<file path="config.mk">
export PLATFORM = sky130hd
export DESIGN_NAME = instr_decode_stage
export DESIGN_NICKNAME = d
export VERILOG_FILES = /design/src/rtl/instr_decode_stage.sv
export SDC_FILE = /design/constraint.sdc
export NUM_CORES = 1
export LEC_CHECK = 0
export CAP_MARGIN = 0
export CORE_AREA = 3 3 87 89
export DETAILED_ROUTE_END_ITERATION = 10
export DIE_AREA = 0 0 90 92
export DONT_BUFFER_PORTS = 1
export PLACE_DENSITY_LB_ADDON = 0.1
export SKIP_CTS_REPAIR_TIMING = 1
export SYNTH_ARGS = -nofsm -noshare
export SYNTH_HDL_FRONTEND = slang
export SYNTH_SLANG_ARGS = --single-unit
</file>
<file path="constraint.sdc">
create_clock -name clk -period 1.5 [get_ports clk]
set_input_delay 0.15 -clock clk [delete_from_list [all_inputs] [get_ports clk]]
set_output_delay 0.15 -clock clk [all_outputs]
set_load 0.03 [all_outputs]
</file>
<file path="src/rtl/instr_decode_stage.sv">
// Instruction-decode pipeline stage.
// Splits a 32-bit instruction word into opcode/register fields, builds the
// extended immediate and the use_imm / reg_write / illegal control flags, and
// presents them through a single registered output slice.
//
// Handshake: a beat moves on any rising edge where valid && ready are both
// high on that side. The producer holds valid and its payload stable until
// ready is seen; ready may depend combinationally on the other side's ready
// (in_ready = !out_valid || out_ready) but never on in_valid. flush takes
// priority: it empties the slice and the beat offered in that cycle is
// dropped (so it is neither accepted nor counted as delivered).
module instr_decode_stage #(
  parameter int DATA_W = 32,
  parameter int REG_AW = 5,
  parameter int CNT_W  = 32
) (
  input  logic              clk,
  input  logic              rst_n,
  input  logic              flush,
  input  logic              in_valid,
  output logic              in_ready,
  input  logic [DATA_W-1:0] in_instr,
  output logic              out_valid,
  input  logic              out_ready,
  output logic [5:0]        opcode,
  output logic [REG_AW-1:0] rd,
  output logic [REG_AW-1:0] rs1,
  output logic [REG_AW-1:0] rs2,
  output logic [DATA_W-1:0] imme_value,
  output logic              use_imm,
  output logic              reg_write,
  output logic              illegal,
  output logic              illegal_seen,
  output logic [CNT_W-1:0]  instr_count
);

  // ISA opcode map. Values 21, 22 and 25..63 are not part of the ISA.
  typedef enum logic [5:0] {
    OP_NOP   = 6'd0,
    OP_ADD   = 6'd1,
    OP_SUB   = 6'd2,
    OP_STORE = 6'd3,
    OP_LOAD  = 6'd4,
    OP_MOVE  = 6'd5,
    OP_SGE   = 6'd6,
    OP_SLE   = 6'd7,
    OP_SGT   = 6'd8,
    OP_SLT   = 6'd9,
    OP_SEQ   = 6'd10,
    OP_SNE   = 6'd11,
    OP_AND   = 6'd12,
    OP_OR    = 6'd13,
    OP_XOR   = 6'd14,
    OP_NOT   = 6'd15,
    OP_MOVEI = 6'd16,
    OP_SLI   = 6'd17,
    OP_SRI   = 6'd18,
    OP_ADDI  = 6'd19,
    OP_SUBI  = 6'd20,
    OP_ADDF  = 6'd23,
    OP_MULF  = 6'd24
  } opcode_e;

  // How the immediate is formed from the instruction word.
  typedef enum logic [1:0] {
    IMM_NONE = 2'd0,
    IMM_SEXT = 2'd1,
    IMM_ZEXT = 2'd2
  } imm_kind_e;

  // Raw instruction fields.
  logic [5:0]        dec_opcode;
  logic [REG_AW-1:0] dec_rd;
  logic [REG_AW-1:0] dec_rs1;
  logic [REG_AW-1:0] dec_rs2;
  logic [15:0]       dec_imm16;
  logic [4:0]        dec_shamt;

  // Decoded control.
  imm_kind_e         dec_imm_kind;
  logic              dec_legal;
  logic              dec_reg_write;
  logic              dec_use_imm;
  logic [DATA_W-1:0] dec_imme_value;

  // Slice control.
  logic              in_xfer;
  logic              out_xfer;
  logic              load_slice;

  assign dec_opcode = in_instr[31:26];
  assign dec_rd     = in_instr[25:21];
  assign dec_rs1    = in_instr[20:16];
  assign dec_rs2    = in_instr[15:11];
  assign dec_imm16  = in_instr[15:0];
  assign dec_shamt  = in_instr[4:0];

  // Classify the opcode: legality, immediate form and whether rd is written.
  always_comb begin
    dec_legal     = 1'b1;
    dec_imm_kind  = IMM_NONE;
    dec_reg_write = 1'b1;
    case (dec_opcode)
      OP_NOP: begin
        dec_reg_write = 1'b0;
      end
      OP_STORE: begin
        // rd names the data source register, so nothing is written back.
        dec_imm_kind  = IMM_SEXT;
        dec_reg_write = 1'b0;
      end
      OP_LOAD, OP_MOVEI, OP_ADDI, OP_SUBI: begin
        dec_imm_kind = IMM_SEXT;
      end
      OP_SLI, OP_SRI: begin
        dec_imm_kind = IMM_ZEXT;
      end
      OP_ADD, OP_SUB, OP_MOVE, OP_SGE, OP_SLE, OP_SGT, OP_SLT, OP_SEQ,
      OP_SNE, OP_AND, OP_OR, OP_XOR, OP_NOT, OP_ADDF, OP_MULF: begin
        dec_imm_kind = IMM_NONE;
      end
      default: begin
        // Unknown opcode: fields still pass through, but nothing is enabled.
        dec_legal     = 1'b0;
        dec_reg_write = 1'b0;
      end
    endcase
  end

  // Build the immediate and the operand-B select from the immediate form.
  always_comb begin
    dec_imme_value = '0;
    dec_use_imm    = 1'b0;
    case (dec_imm_kind)
      IMM_SEXT: begin
        dec_imme_value = {{(DATA_W-16){dec_imm16[15]}}, dec_imm16};
        dec_use_imm    = 1'b1;
      end
      IMM_ZEXT: begin
        dec_imme_value = {{(DATA_W-5){1'b0}}, dec_shamt};
        dec_use_imm    = 1'b1;
      end
      default: begin
        dec_imme_value = '0;
        dec_use_imm    = 1'b0;
      end
    endcase
  end

  // The slice can take a word when it is empty or being drained this cycle.
  assign in_ready   = !out_valid || out_ready;
  assign in_xfer    = in_valid && in_ready;
  assign out_xfer   = out_valid && out_ready;
  assign load_slice = in_xfer && !flush;

  // Output valid: set on an accepted word, cleared when drained or flushed.
  always_ff @(posedge clk or negedge rst_n) begin
    if (!rst_n) begin
      out_valid <= 1'b0;
    end else if (flush) begin
      out_valid <= 1'b0;
    end else if (load_slice) begin
      out_valid <= 1'b1;
    end else if (out_xfer) begin
      out_valid <= 1'b0;
    end
  end

  // Payload registers: only written when a new word is accepted, so they
  // hold steady under backpressure. After a flush they keep stale contents.
  always_ff @(posedge clk or negedge rst_n) begin
    if (!rst_n) begin
      opcode     <= '0;
      rd         <= '0;
      rs1        <= '0;
      rs2        <= '0;
      imme_value <= '0;
      use_imm    <= 1'b0;
      reg_write  <= 1'b0;
      illegal    <= 1'b0;
    end else if (load_slice) begin
      opcode     <= dec_opcode;
      rd         <= dec_rd;
      rs1        <= dec_rs1;
      rs2        <= dec_rs2;
      imme_value <= dec_imme_value;
      use_imm    <= dec_use_imm;
      reg_write  <= dec_reg_write;
      illegal    <= !dec_legal;
    end
  end

  // Delivered-instruction counter; a flushed entry is not a delivery.
  always_ff @(posedge clk or negedge rst_n) begin
    if (!rst_n) begin
      instr_count <= '0;
    end else if (out_xfer && !flush) begin
      instr_count <= instr_count + 1'b1;
    end
  end

  // Sticky flag: an illegal instruction has actually been handed downstream.
  always_ff @(posedge clk or negedge rst_n) begin
    if (!rst_n) begin
      illegal_seen <= 1'b0;
    end else if (out_xfer && !flush && illegal) begin
      illegal_seen <= 1'b1;
    end
  end

endmodule

</file>
Word-level counts from Yosys, hierarchy flattened --
Index checks and enable logic that the tools add are counted.
Operators by class: multiplexer cells 8, eq/ne operators 24, reduce and logical (&&, ||, !) cells 16, add/subtract/negate cells 1
Operators by type and width (number):
- one-hot mux 32 bit (2 select lines) | 1
- equality test 6 x 4 -> 1 bit (second input constant) | 8
- equality test 6 x 5 -> 1 bit (second input constant) | 7
- adder 32 x 1 -> 32 bit (second input constant) | 1
- equality test 6 x 3 -> 1 bit (second input constant) | 4
- OR reduction 23 bit | 1
- OR reduction 21 bit | 1
- equality test 6 x 2 -> 1 bit (second input constant) | 2
- equality test 6 x 1 -> 1 bit (second input constant) | 1
- logical NOT 6 bit | 1
- 2-to-1 mux 1 bit | 6
- logical AND 1 bit | 5
- OR reduction 5 bit | 1
- one-hot mux 2 bit (2 select lines) | 1
- OR reduction 2 bit | 2
- logical NOT 1 bit | 3
- nonzero test 3 bit | 1
- equality test 2 x 1 -> 1 bit (second input constant) | 1
- equality test 2 bit (second input constant) | 1
- logical OR 1 bit | 1
Storage, ports and cells: output and inout bits 91, word-level logic and storage cells 60, input bits 37, register bits after elaboration 90

Depth between registers and ports, before layout --
depth after elaboration 6, depth in mapped cells 9, depth with buffers taken out 8

Worst setup path after synthesis --
Ideal clock, no wire load.
path type reg2reg, from register instr_count[10], to register instr_count[26], period minus slack after synthesis 1.835 ns, path buffers 1, path slack -0.335 ns, library setup time 0.081 ns, cell stages (with the launch flop) 6, arrival 1.755 ns, data required time 1.419 ns, path through dfrtp_1 > nand4_4 > or4_4 > buf_6 > nor4_2 > xor2_1
On the way: cells in the longest elaborated chain, start to end 1
RTL lines:
- from (decl) | line 34 | output logic [CNT_W-1:0] instr_count
- from (signal assigned) | line 198 | instr_count <= instr_count + 1'b1;
- adder 32 x 1 -> 32 bit | line 198
Every way passes these cells. A chain may end at the register's enable or synchronous reset.

Worst setup path after layout --
from register instr_count[13], to register instr_count[31]
The elaborated chain is that of the path after synthesis.

==> results.txt <==
----------------------------------------------------
[Logic synthesis]
  Fraction of post-synthesis cell area in the top cell type by area ... 53.8%
  Syn_area_per_cell ... 10.0 um^2
  Net count after synthesis ... 384
  Sequential element share of the synthesized area ... 53.8%
  Number of flops mapped to enable cells by yosys ... 0
  Number of flip-flops and latches in the synthesized netlist ... 74
  Post-Syn Instances ... 344
  Synth cell types ... 42
  Synthesis Warnings ... 0
  Synthesized area ... roughly 0.0034 mm^2
  Asr flop ratio synth ... 100%
  Biggest area contributors in the synthesized netlist ... sky130_fd_sc_hd__dfrtp_1, sky130_fd_sc_hd__nand2_1, sky130_fd_sc_hd__xor2_1
  Synth Flop Type ... sky130_fd_sc_hd__dfrtp_1
  Post-synthesis cell type with the largest combined area ... sky130_fd_sc_hd__dfrtp_1

[Worst setup path]
  Crit path kind ... flip-flop to flip-flop
  Largest fanout on the critical path ... 7
  Capture instance of the worst register-to-register path ... instr_count[31]
  Endpoint type of the worst setup path ... flip-flop
  Worst EP arrival ... 1.87 ns
  Reg2Reg Setup Slack ... -0.12 ns
  Length in cells of the worst reg-to-reg path ... 4
  Required time reported for the critical path endpoint ... 1.75 ns
  Startpoint type of the worst setup path ... flip-flop
  RR Startpoint ... instr_count[13]

[Layout]
  Area used by sequential logic in the layout ... about 0.0019 mm^2
  Antenna diode count ... 0
  Utilization of the core after routing ... a little over two thirds
  Layout Area Growth over Synthesis ... 38.0%
  Final net count ... 457
  Ratio of cells with drive above 1 in the final layout ... between 30% and 40%
  Fillers ... 499
  Area occupied by multi-input gates ... 0.00162 mm^2

[Drt]
  Post-DR wirelength/cell ... 15.8 um
  Initial detailed-routing violation count ... around 120
  Met2 wire length ... 4170 um
  Post-route antenna net violation count ... 0
  Vias per inst ... 5.16
  Wire length on met3 ... 555 um
  Highest Signal Layer ... met4
  Total DRC errors in the routed layout ... 0
  Total routed wirelength ... 8180 um
  DRT met1 WL ... between 3000 and 4000 um
  Count of TritonRoute iterations in the first routing pass ... 4
  Overall via count from detail_route ... around 2700

[Timing]
  Final hold vios ... 74
  Setup skew after layout ... 0.00861 ns
  Total negative slack ... -0.617 ns
  Max-slew headroom ... between 70% and 80%
  Setup repair after global routing missed its margin ... true
  Final-report max-slew violation count ... 0
  Slew @ Worst Pin ... approximately 0.39 ns
  Final hold slack ... -0.496 ns
  Final worst path period share ... 108%
  Crit path time final ... 1.62 ns
  Finish-stage setup viols ... 8
  Worst Slack Setup Final ... -0.115 ns
  Achievable clock frequency ... 619 MHz

[Clock network]
  Number of buffers created by CTS ... 9
  Number of buffers on the longest clock path ... 2
  Clock-pin transition on the worst setup and hold timing paths ... 0.08 ns
  Clk_lat worst skew ... 0.33 ns
  Sink Count ... 74
  Clock root cell ... sky130_fd_sc_hd__clkbuf_8
  CTS tree ... built
  H-tree depth reported by CTS ... 3

[Global route]
  GRT Overall Usage ... 18.8%
  Largest net degree at the start of global routing ... 75
  Gr ovfl total ... 0
  Vias in the first global route ... 2483
  Wire length of the first global-routing pass ... 12400 um
  Antenna violations before repair ... 0

[Pwr]
  Total leakage power ... 0.00244 uW
  Power Total ... 5130 uW
  Cell-internal power ... 3680 uW
  Fraction of power spent switching nets ... 28.3%
  Sequential fraction of design power ... 49.7%
  Combinational fraction of design power ... 13.2%
  Switching component of the power ... 1450 uW
  Power per cell area ... 1080 mW/mm^2
  Largest voltage drop on the vdd net ... 619 uV
  Power share of the clock group ... 37.1%

[Die]
  Die Area ... 0.00828 mm^2
  Die boundary height ... 92 um
  Boundary Pins ... 128
  Initial Utilization ... 50.4%
  Std-Cell Rows ... 30
  Die width ... 90 um
  Area inside the core boundary ... approximately 0.007 mm^2

[Flow run]
  Max capacitance violation total ... 0

[Outcome]
  Result of the run ... finished with violations
  Violations in the final reports ... hold timing, setup timing

[Hold path]
  Worst min path class ... input pin to asynchronous set/reset pin

[Placement]
  Post-DP HPWL ... 5520 um
  GP Congestion ... 0.755
  Port buffer count ... 0

----------------------------------------------------
==> cell type report <==
class                      count  share of cell area [%]
inverter                       5                   0.395
clock buffer                  12                    3.27
tap                           96                    2.53
timing repair buffer          93                    18.2
clock inverter                 4                    2.05
sequential                    74                    39.6
multi-input combinational    234                    34.0
==> critical path, cell delays in order (launching register included) <==
cell and delay (ns):
sky130_fd_sc_hd__dfrtp_2 0.39, sky130_fd_sc_hd__nand4_4 0.11, sky130_fd_sc_hd__or4_4 0.67, sky130_fd_sc_hd__nor4_4 0.19
sky130_fd_sc_hd__xor2_1 0.17
==> sequential cells by signal (all words and copies together), names as in the netlist <==
name          flops
imme_value       16
rs1               5
reg_write         1
rs2               5
illegal_seen      1
opcode            6
use_imm           1
rd                5
instr_count      32
out_valid         1
illegal           1
==> metal layers <==
metal / GRT usage [%] / vias up
met3: 5.25 / 7
met4: 8.04 / 0
li1: - / 1287
met1: 23.1 / 1276
met2: 31.1 / 102
met5: 0 / -
==> kinds of logic (layout without fill, tap and decap cells) <==
family | Yosys count | count (layout) | share of synthesized area (%)
AND/OR/NAND/NOR | 184 | 184 | 27.5
flip-flops | 74 | 74 | 53.8
buffers and inverters | 36 | 114 | 6.07
XOR/XNOR | 32 | 32 | 8.15
AO/OA/AOI/OAI | 14 | 14 | 3.02
adder cells (fa/ha/maj) | 3 | 3 | 1.09
multiplexers | 1 | 1 | 0.327
==> Yosys cell counts (4+ instances only) <==
cell                       count
sky130_fd_sc_hd__nor4_1        6
sky130_fd_sc_hd__inv_1         5
sky130_fd_sc_hd__xor2_1       21
sky130_fd_sc_hd__nand2_1      98
sky130_fd_sc_hd__and4_1        4
sky130_fd_sc_hd__nor3_1        7
sky130_fd_sc_hd__dfrtp_1      74
sky130_fd_sc_hd__nand3_1      22
sky130_fd_sc_hd__nor2_1       12
sky130_fd_sc_hd__clkbuf_1     11
sky130_fd_sc_hd__xnor2_1      11
sky130_fd_sc_hd__nand4_1       9
sky130_fd_sc_hd__a22o_1        5
sky130_fd_sc_hd__buf_4        17
sky130_fd_sc_hd__nor4_2        5
==> per-stage QoR <==
step | instances | setup WS, ns | instance area (um^2)
floorplan | 344 | -0.180 | 3630
global placement | 462 | -0.0332 | 3970
detailed placement | 462 | -0.0954 | 3970
CTS | 478 | -0.126 | 4220
global route | 518 | -0.182 | 4750
finish | 518 | -0.115 | 4750
==> how the worst max path moves through the flow <==
stage	from	end	slack, ns	depth (start not counted)
2_1_floorplan	instr_count[14]	instr_count[26]	-0.18	5
3_3_place_gp	instr_count[17]	instr_count[27]	-0.03	4
3_5_place_dp	instr_count[17]	instr_count[31]	-0.1	4
4_1_cts	instr_count[17]	instr_count[31]	-0.13	4
5_1_grt	instr_count[13]	instr_count[31]	-0.18	4
6_report	instr_count[13]	instr_count[31]	-0.12	4
==> power by group through the flow <==
stage / logic, uW / registers (uW) / clock network [uW]
after floorplan: 285 / 2670 / 0
after global placement: 542 / 2590 / 0
after detailed placement: 555 / 2590 / 0
after global routing: 742 / 2570 / 2040
after CTS: 554 / 2550 / 1960
final: 675 / 2550 / 1910
==> cell usage in the layout, fill, tap and decap left out, drive strengths merged, types with 3 or more instances in the layout <==
master       instances
and3                 3
bufinv               3
and4                 4
clkbuf              12
dfrtp               74
nor3                 8
nor4                12
nand2               98
nor2                12
nand4               10
a22o                 5
xnor2               11
nor2b                3
nand3               24
buf                 59
ha                   3
xor2                21
inv                  5
dlygate4sd3         34
(Power assumes the default switching activity.)
